===== config.mk =====
export PLATFORM = sky130hd
export DESIGN_NAME = subbytes_seq
export DESIGN_NICKNAME = d
export VERILOG_FILES = /design/src/rtl/subbytes_seq.sv
export SDC_FILE = /design/constraint.sdc
export NUM_CORES = 1
export LEC_CHECK = 0
export CAP_MARGIN = 20
export CORE_MARGIN = 3
export CORE_UTILIZATION = 40
export DETAILED_ROUTE_END_ITERATION = 8
export PLACE_DENSITY = 0.65
export SETUP_SLACK_MARGIN = 0.1
export SLEW_MARGIN = 5
export SYNTH_ARGS = -nofsm -noshare
export SYNTH_HDL_FRONTEND = slang
export SYNTH_SLANG_ARGS = --single-unit

===== constraint.sdc =====
create_clock -name clk -period 8.8 [get_ports clk]
set_clock_uncertainty 0.1 [all_clocks]
set_input_delay 1.76 -clock clk [delete_from_list [all_inputs] [get_ports clk]]
set_output_delay 1.76 -clock clk [all_outputs]
set_load 0.005 [all_outputs]

===== src/rtl/subbytes_seq.sv =====
// Byte-serial AES SubBytes/InvSubBytes sequencer: streams the state through one shared,
// externally pipelined S-box and reassembles the substituted bytes into dout.
module subbytes_seq #(
    parameter int NBYTES = 16,
    parameter int SB_LAT = 1
) (
    input  logic                  clk,
    input  logic                  rst,
    input  logic                  start,
    input  logic                  dec,
    input  logic [8*NBYTES-1:0]   din,
    output logic                  busy,
    output logic                  done,
    output logic [8*NBYTES-1:0]   dout,
    output logic [7:0]            sb_in,
    output logic                  sb_dec,
    output logic                  sb_valid,
    input  logic [7:0]            sb_out
);

    localparam int CW = $clog2(NBYTES + 1);

    typedef enum logic [1:0] {IDLE, ISSUE, DRAIN, DONE} state_t;

    state_t                state_q, state_d;
    logic [8*NBYTES-1:0]   src_q, src_d;
    logic [8*NBYTES-1:0]   dout_q, dout_d;
    logic                  dec_q, dec_d;
    logic [CW-1:0]         issue_cnt_q, issue_cnt_d;
    logic [CW-1:0]         cap_cnt_q, cap_cnt_d;
    logic                  cap_vld;

    // Issue side: one source byte per ISSUE cycle, outputs held at zero otherwise.
    always_comb begin
        sb_valid = (state_q == ISSUE);
        sb_dec   = sb_valid & dec_q;
        sb_in    = 8'h00;
        if (sb_valid) begin
            for (int b = 0; b < NBYTES; b++) begin
                if (issue_cnt_q == CW'(b)) sb_in = src_q[8*b +: 8];
            end
        end
    end

    // Capture qualifier is the issue strobe delayed by the S-box latency; clearing it on
    // reset is what drops results still in flight from an aborted operation.
    generate
        if (SB_LAT == 0) begin : g_nolat
            assign cap_vld = sb_valid;
        end else begin : g_lat
            logic [SB_LAT-1:0] vld_dly_q, vld_dly_d;

            always_comb begin
                vld_dly_d    = vld_dly_q;
                vld_dly_d[0] = sb_valid;
                for (int k = 1; k < SB_LAT; k++) vld_dly_d[k] = vld_dly_q[k-1];
            end

            always_ff @(posedge clk) begin
                if (rst) vld_dly_q <= '0;
                else     vld_dly_q <= vld_dly_d;
            end

            assign cap_vld = vld_dly_q[SB_LAT-1];
        end
    endgenerate

    always_comb begin
        state_d     = state_q;
        src_d       = src_q;
        dec_d       = dec_q;
        issue_cnt_d = issue_cnt_q;
        cap_cnt_d   = cap_cnt_q;
        dout_d      = dout_q;

        if (cap_vld && (cap_cnt_q < CW'(NBYTES))) begin
            for (int b = 0; b < NBYTES; b++) begin
                if (cap_cnt_q == CW'(b)) dout_d[8*b +: 8] = sb_out;
            end
            cap_cnt_d = cap_cnt_q + CW'(1);
        end

        case (state_q)
            IDLE, DONE: begin
                if (start) begin
                    state_d     = ISSUE;
                    src_d       = din;
                    dec_d       = dec;
                    issue_cnt_d = '0;
                    cap_cnt_d   = '0;
                end else begin
                    state_d = IDLE;
                end
            end
            ISSUE: begin
                issue_cnt_d = issue_cnt_q + CW'(1);
                if (issue_cnt_q == CW'(NBYTES - 1)) state_d = (SB_LAT == 0) ? DONE : DRAIN;
            end
            DRAIN: begin
                // Leave exactly when the final byte is being captured.
                if (cap_vld && (cap_cnt_q == CW'(NBYTES - 1))) state_d = DONE;
            end
            default: state_d = IDLE;
        endcase
    end

    always_ff @(posedge clk) begin
        if (rst) begin
            state_q     <= IDLE;
            dec_q       <= 1'b0;
            issue_cnt_q <= '0;
            cap_cnt_q   <= '0;
            dout_q      <= '0;
        end else begin
            state_q     <= state_d;
            dec_q       <= dec_d;
            issue_cnt_q <= issue_cnt_d;
            cap_cnt_q   <= cap_cnt_d;
            dout_q      <= dout_d;
        end
    end

    always_ff @(posedge clk) begin
        src_q <= src_d;
    end

    assign busy = (state_q == ISSUE) || (state_q == DRAIN);
    assign done = (state_q == DONE);
    assign dout = dout_q;

endmodule


# --- After elaboration in Yosys (flattened, before gate mapping) ---
# Cells that the tools add are included.
word_totals:
  elab_cells: 115
  reg_bits: 270
  inputBits: 140
op_classes:
  n_bitwise: 1
  muxes: 26
  order_cmp: 1
  addsub: 2
  eq_ne: 36
  n_reduce_logical: 27
op_table:
  columns: ["operator", "n"]
  rows:
  - ["$mux W8", 17]
  - ["$eq A5 B4 Y1 const B", 16]
  - ["$eq A5 B3 Y1 const B", 8]
  - ["$reduce_and A2 Y1", 19]
  - ["$eq A5 B2 Y1 const B", 4]
  - ["$mux W5", 4]
  - ["$add A5 B1 Y5 const B", 2]
  - ["$eq A5 B1 Y1 const B", 2]
  - ["$logic_not A5 Y1", 2]
  - ["$pmux W5 S2", 1]
  - ["$pmux W2 S3", 1]
  - ["$lt A5 B5 Y1 const B", 1]
  - ["$eq A2 B2 Y1 const B", 2]
  - ["$mux W2", 2]
  - ["$ne A2 B2 Y1 const B", 2]
  - ["$eq A2 B1 Y1 const B", 1]
  - ["$logic_and A1 B1 Y1", 2]
  - ["$logic_not A2 Y1", 1]
  - ["$ne A2 B1 Y1 const B", 1]
  - ["$reduce_bool A2 Y1", 1]
  - ["$reduce_or A2 Y1", 1]
  - ["$and A1 B1 Y1", 1]
  - ["$logic_or A1 B1 Y1", 1]
  - ["$mux W1", 1]

# --- Longest topological paths before layout ---
logic_depth:
  word_depth: 18
  depth_mapped: 10
  ltp_nobuf: 7

# --- Worst setup path before layout ---
# No wires, ideal clock.
synth_path:
  path_type: "input -> register"
  startpoint: "input start"
  endpoint: "register src_q[0], enable pin"
  setup_slack_ns: 3.868
  setup_time_ns: 0.482
  stages: 2
  t_arrival_ns: 4.350
  path_cell_list: "nand2_1 -> inv_1"
synth_via:
  elab_chain_len: 1
synth_rtl:
  columns: ["element", "line", "source"]
  rows:
  - ["start, declared", "9", "input logic start,"]
  - ["$reduce_and A2 Y1 (no source line)", null, null]
  - ["end signal, assigned", "124", "src_q <= src_d;"]
  - ["end, declared", "26", "logic [8*NBYTES-1:0] src_q, src_d;"]
# Every way passes these cells.
# A chain may end at the register's enable or synchronous reset.

# --- Worst setup path after layout ---
layout_path:
  startpoint: "register issue_cnt_q[0]"
  endpoint: "output sb_in[7]"
layout_via:
  elab_chain_len: 18
layout_rtl:
  columns: ["element", "line", "source"]
  rows:
  - ["start, declared", "29", "logic [CW-1:0] issue_cnt_q, issue_cnt_d;"]
  - ["start signal, assigned", "117", "issue_cnt_q <= issue_cnt_d;"]
  - ["$logic_not A5 Y1", "40", "if (issue_cnt_q == CW'(b)) sb_in = src_q[8*b +: 8];"]
  - ["$mux W8 (15 in series)", "40", null]
  - ["$mux W8 (*)", "40", null]
  - ["$mux W8 (*)", "38", "if (sb_valid) begin"]
  - ["end, declared", "15", "output logic [7:0] sb_in,"]
# Every way passes the cells marked *; elsewhere a longest branch is shown, timed or not.

==> results.md <==
- Status: finished, final reports clean
- GRT Total Usage: 22.7%
- Final Hold Violating Endpoints: 0
- Syn_area_per_cell: 10.6 µm²
- WP data arrival: 4.06 ns
- Sw frac: 27.3%
- Worst hold path class: flop to flop
- Setup slack after layout: 2.88 ns
- Clock root cell: clkbuf_16
- Via count: 8954
- Layout net count: 1411
- Max Cap Viol: 0
- Row count: 59
- Clock sink total: 270
- Die area: 29100 µm²
- Post-synth EDFFs: 128
- CTS H-tree depth: 1
- Final GP Congestion: 0.878
- P per Cell Area: 220 nW/µm²
- Layout cells sized above 1: 4.61%
- Synth top area cells: edfxtp_1 35%, dfxtp_1 26%, a21oi_1 5.9%
- DRC viols: 0
- Warnings, synthesis: 0
- Static Leakage: 0.00505 µW
- Seq pwr share: 49.7%
- Post-DP Area: 13800 µm²
- CP Class: flop to primary output
- Initial Utilization: 41.1%
- Mapped Cells: 1020
- Drt pass-1 iters: 5
- Congestion Overflow GR: 0
- Initial DRC count: 904
- Clock Path Buffers: 3
- Hold Buf Count CTS: 0
- Clock-pin slew on the worst setup and hold paths: 0.06 ns
- Final instance area: 14600 µm²
- Critical Path RT: 6.94 ns
- Crit. End Element: primary output
- CTS Buf Count: 29
- Antenna fix cells: 0
- Post-DP HPWL: 23.0 mm
- IO buf count: 279
- Finished Core Util: 55.4%
- Largest net degree at the start of global routing: 80
- I/O pin count: 280
- Clock Power Share: 33.5%
- Worst IR Drop VDD: 143 µV
- Asr flop ratio synth: 0%
- Unrepaired setup endpoints after global routing: false
- Post-CTS Setup Inserts: 0
- Psw: 879 µW
- Worst Path Max Fanout: 17
- Post-synth top area share: 35.5%
- Tmin final: 5.92 ns
- WHS: 0.352 ns
- Drt total wl: 34.5 mm
- Fmax: 169 MHz
- Setup TNS: 0 ns
- Drt wl/cell: 21.3 µm
- Worst slew pin tran: 1.02 ns
- Final setup fails: 0
- Die width: 171 µm
- Max-slew headroom: 31.9%
- Net Count, Synth: 1173
- Number of global-route vias before repair: 8509
- CTS tree: built
- Core footprint: 26400 µm²
- Sequential area share after synthesis: 61.7%
- Synth area leader: edfxtp_1
- Cts repair resizes: 0
- Critical path launch point type: flop
- Final period util: 67.2%
- Predominant post-synthesis flop cell: dfxtp_1
- First-pass GRT wire length: 51.8 mm
- Seq cells post-synth: 270
- Area growth from synthesis to layout: 34.8%
- Combinational power share: 16.8%
- Die Height: 171 µm
- Via density per instance: 5.54
- Pre-CTS WS: 3.46 ns
- Antenna-violating nets left: 0
- Pint: 2340 µW
- Max-slew violations: 0
- Clk Latency, worst-skew pair: 0.53 ns
- Synth Cell Area: 10800 µm²
- Initial antenna violation count: 1
- Netlist cell types: 59
## cells in the mapped netlist, types with 8 or more instances
cell,n
nor2b_1,12
a21oi_1,128
inv_1,13
nand3_1,116
a21o_1,8
nor2_1,42
dfxtp_1,142
clkbuf_1,56
nand2_1,149
o211ai_1,10
ha_1,13
edfxtp_1,128
o22ai_1,10
a221oi_1,11
mux2i_1,25
buf_2,19
o21ai_0,24
## logic make-up (layout without fill, tap and decap cells)
family | after synthesis | count (layout) | synth area share (%)
compound gates | 252 | 252 | 14.5
xor+xnor | 3 | 3 | 0.243
fa+ha+maj | 13 | 13 | 1.50
buf+inv | 98 | 359 | 4.00
flops | 270 | 270 | 61.7
mux | 25 | 25 | 2.31
simple gates | 359 | 359 | 15.7
## worst paths after layout
kind	end	start	cells past startpoint	slack, ns
setup / recovery	sb_in[7]	issue_cnt_q[0]	8	2.88
hold / removal	dec_q	dec_q	2	0.35
setup reg to reg	state_q[0]	issue_cnt_q[0]	7	5.64
hold reg to reg	dec_q	dec_q	2	0.35
## worst max-delay path, stage by stage, from the launching register on
cell             delay [ns]
dfxtp_1                0.35
inv_1                  0.10
ha_1                   0.63
nor3b_2                0.80
a32o_1                 0.30
a221oi_2               0.06
a211oi_1               0.47
o311a_1                0.23
clkdlybuf4s50_1        0.56
## cell usage in the layout (no fill, tap or decap), types with 3 or more instances in the layout
cell type        instances
o211ai_1                10
a22oi_1                  5
o211a_1                  5
a21o_1                   8
o21ai_0                 24
buf_4                   13
and3_1                   5
nand4_1                  4
o21a_1                   3
dfxtp_1                142
nand3b_1                 3
a211oi_1                 3
a221oi_1                11
nor2_1                  42
inv_1                   12
ha_1                    13
o221ai_1                 6
clkbuf_1                15
nor2b_1                 12
nor3b_1                  6
nand3_1                116
nand2b_1                 7
a21oi_1                128
o22ai_1                 10
nand2_1                149
a31oi_1                  6
clkinv_1                 7
clkbuf_16               29
a22o_1                   4
clkdlybuf4s50_1        278
edfxtp_1               128
a211o_1                  7
a32oi_1                  7
mux2i_1                 25
## flip-flops by register name (all words and copies together), names as in the netlist
name         count
dout           128
src_q          128
cap_vld          1
cap_cnt_q        5
dec_q            1
issue_cnt_q      5
state_q          2
## final cells by class
class | count | area (µm²)
Tap cell | 335 | 419
Timing Repair Buffer | 291 | 2880
Multi-Input combinational cell | 652 | 3730
Clock inverter | 10 | 45.0
Fill cell | 2241 | 11800
Clock buffer | 44 | 782
Inverter | 14 | 55.1
Sequential cell | 270 | 6690
## metrics by stage
step	power [µW]	std cells
global route	3350	1616
detailed placement	2150	1561
floorplan	1920	1020
CTS	3240	1615
finish	3210	1616
global placement	2150	1561
## power groups by stage
stage	combinational [µW]	clock [µW]	sequential [µW]
3_3_place_gp	529	0	1620
6_report	539	1080	1600
5_1_grt	584	1160	1610
4_1_cts	539	1100	1600
3_5_place_dp	535	0	1620
2_1_floorplan	304	0	1620
## layer usage
layer	track usage, %	vias to the layer above	share of wire [%]	routed length (µm)
li1	-	4174	-	-
met1	31.5	4323	42	14600
met2	35.4	403	46	15800
met3	6.22	52	9.0	3110
met4	6.21	2	2.7	931
met5	0	-	0.032	11
Note: power is estimated with default switching activity, not from simulation.
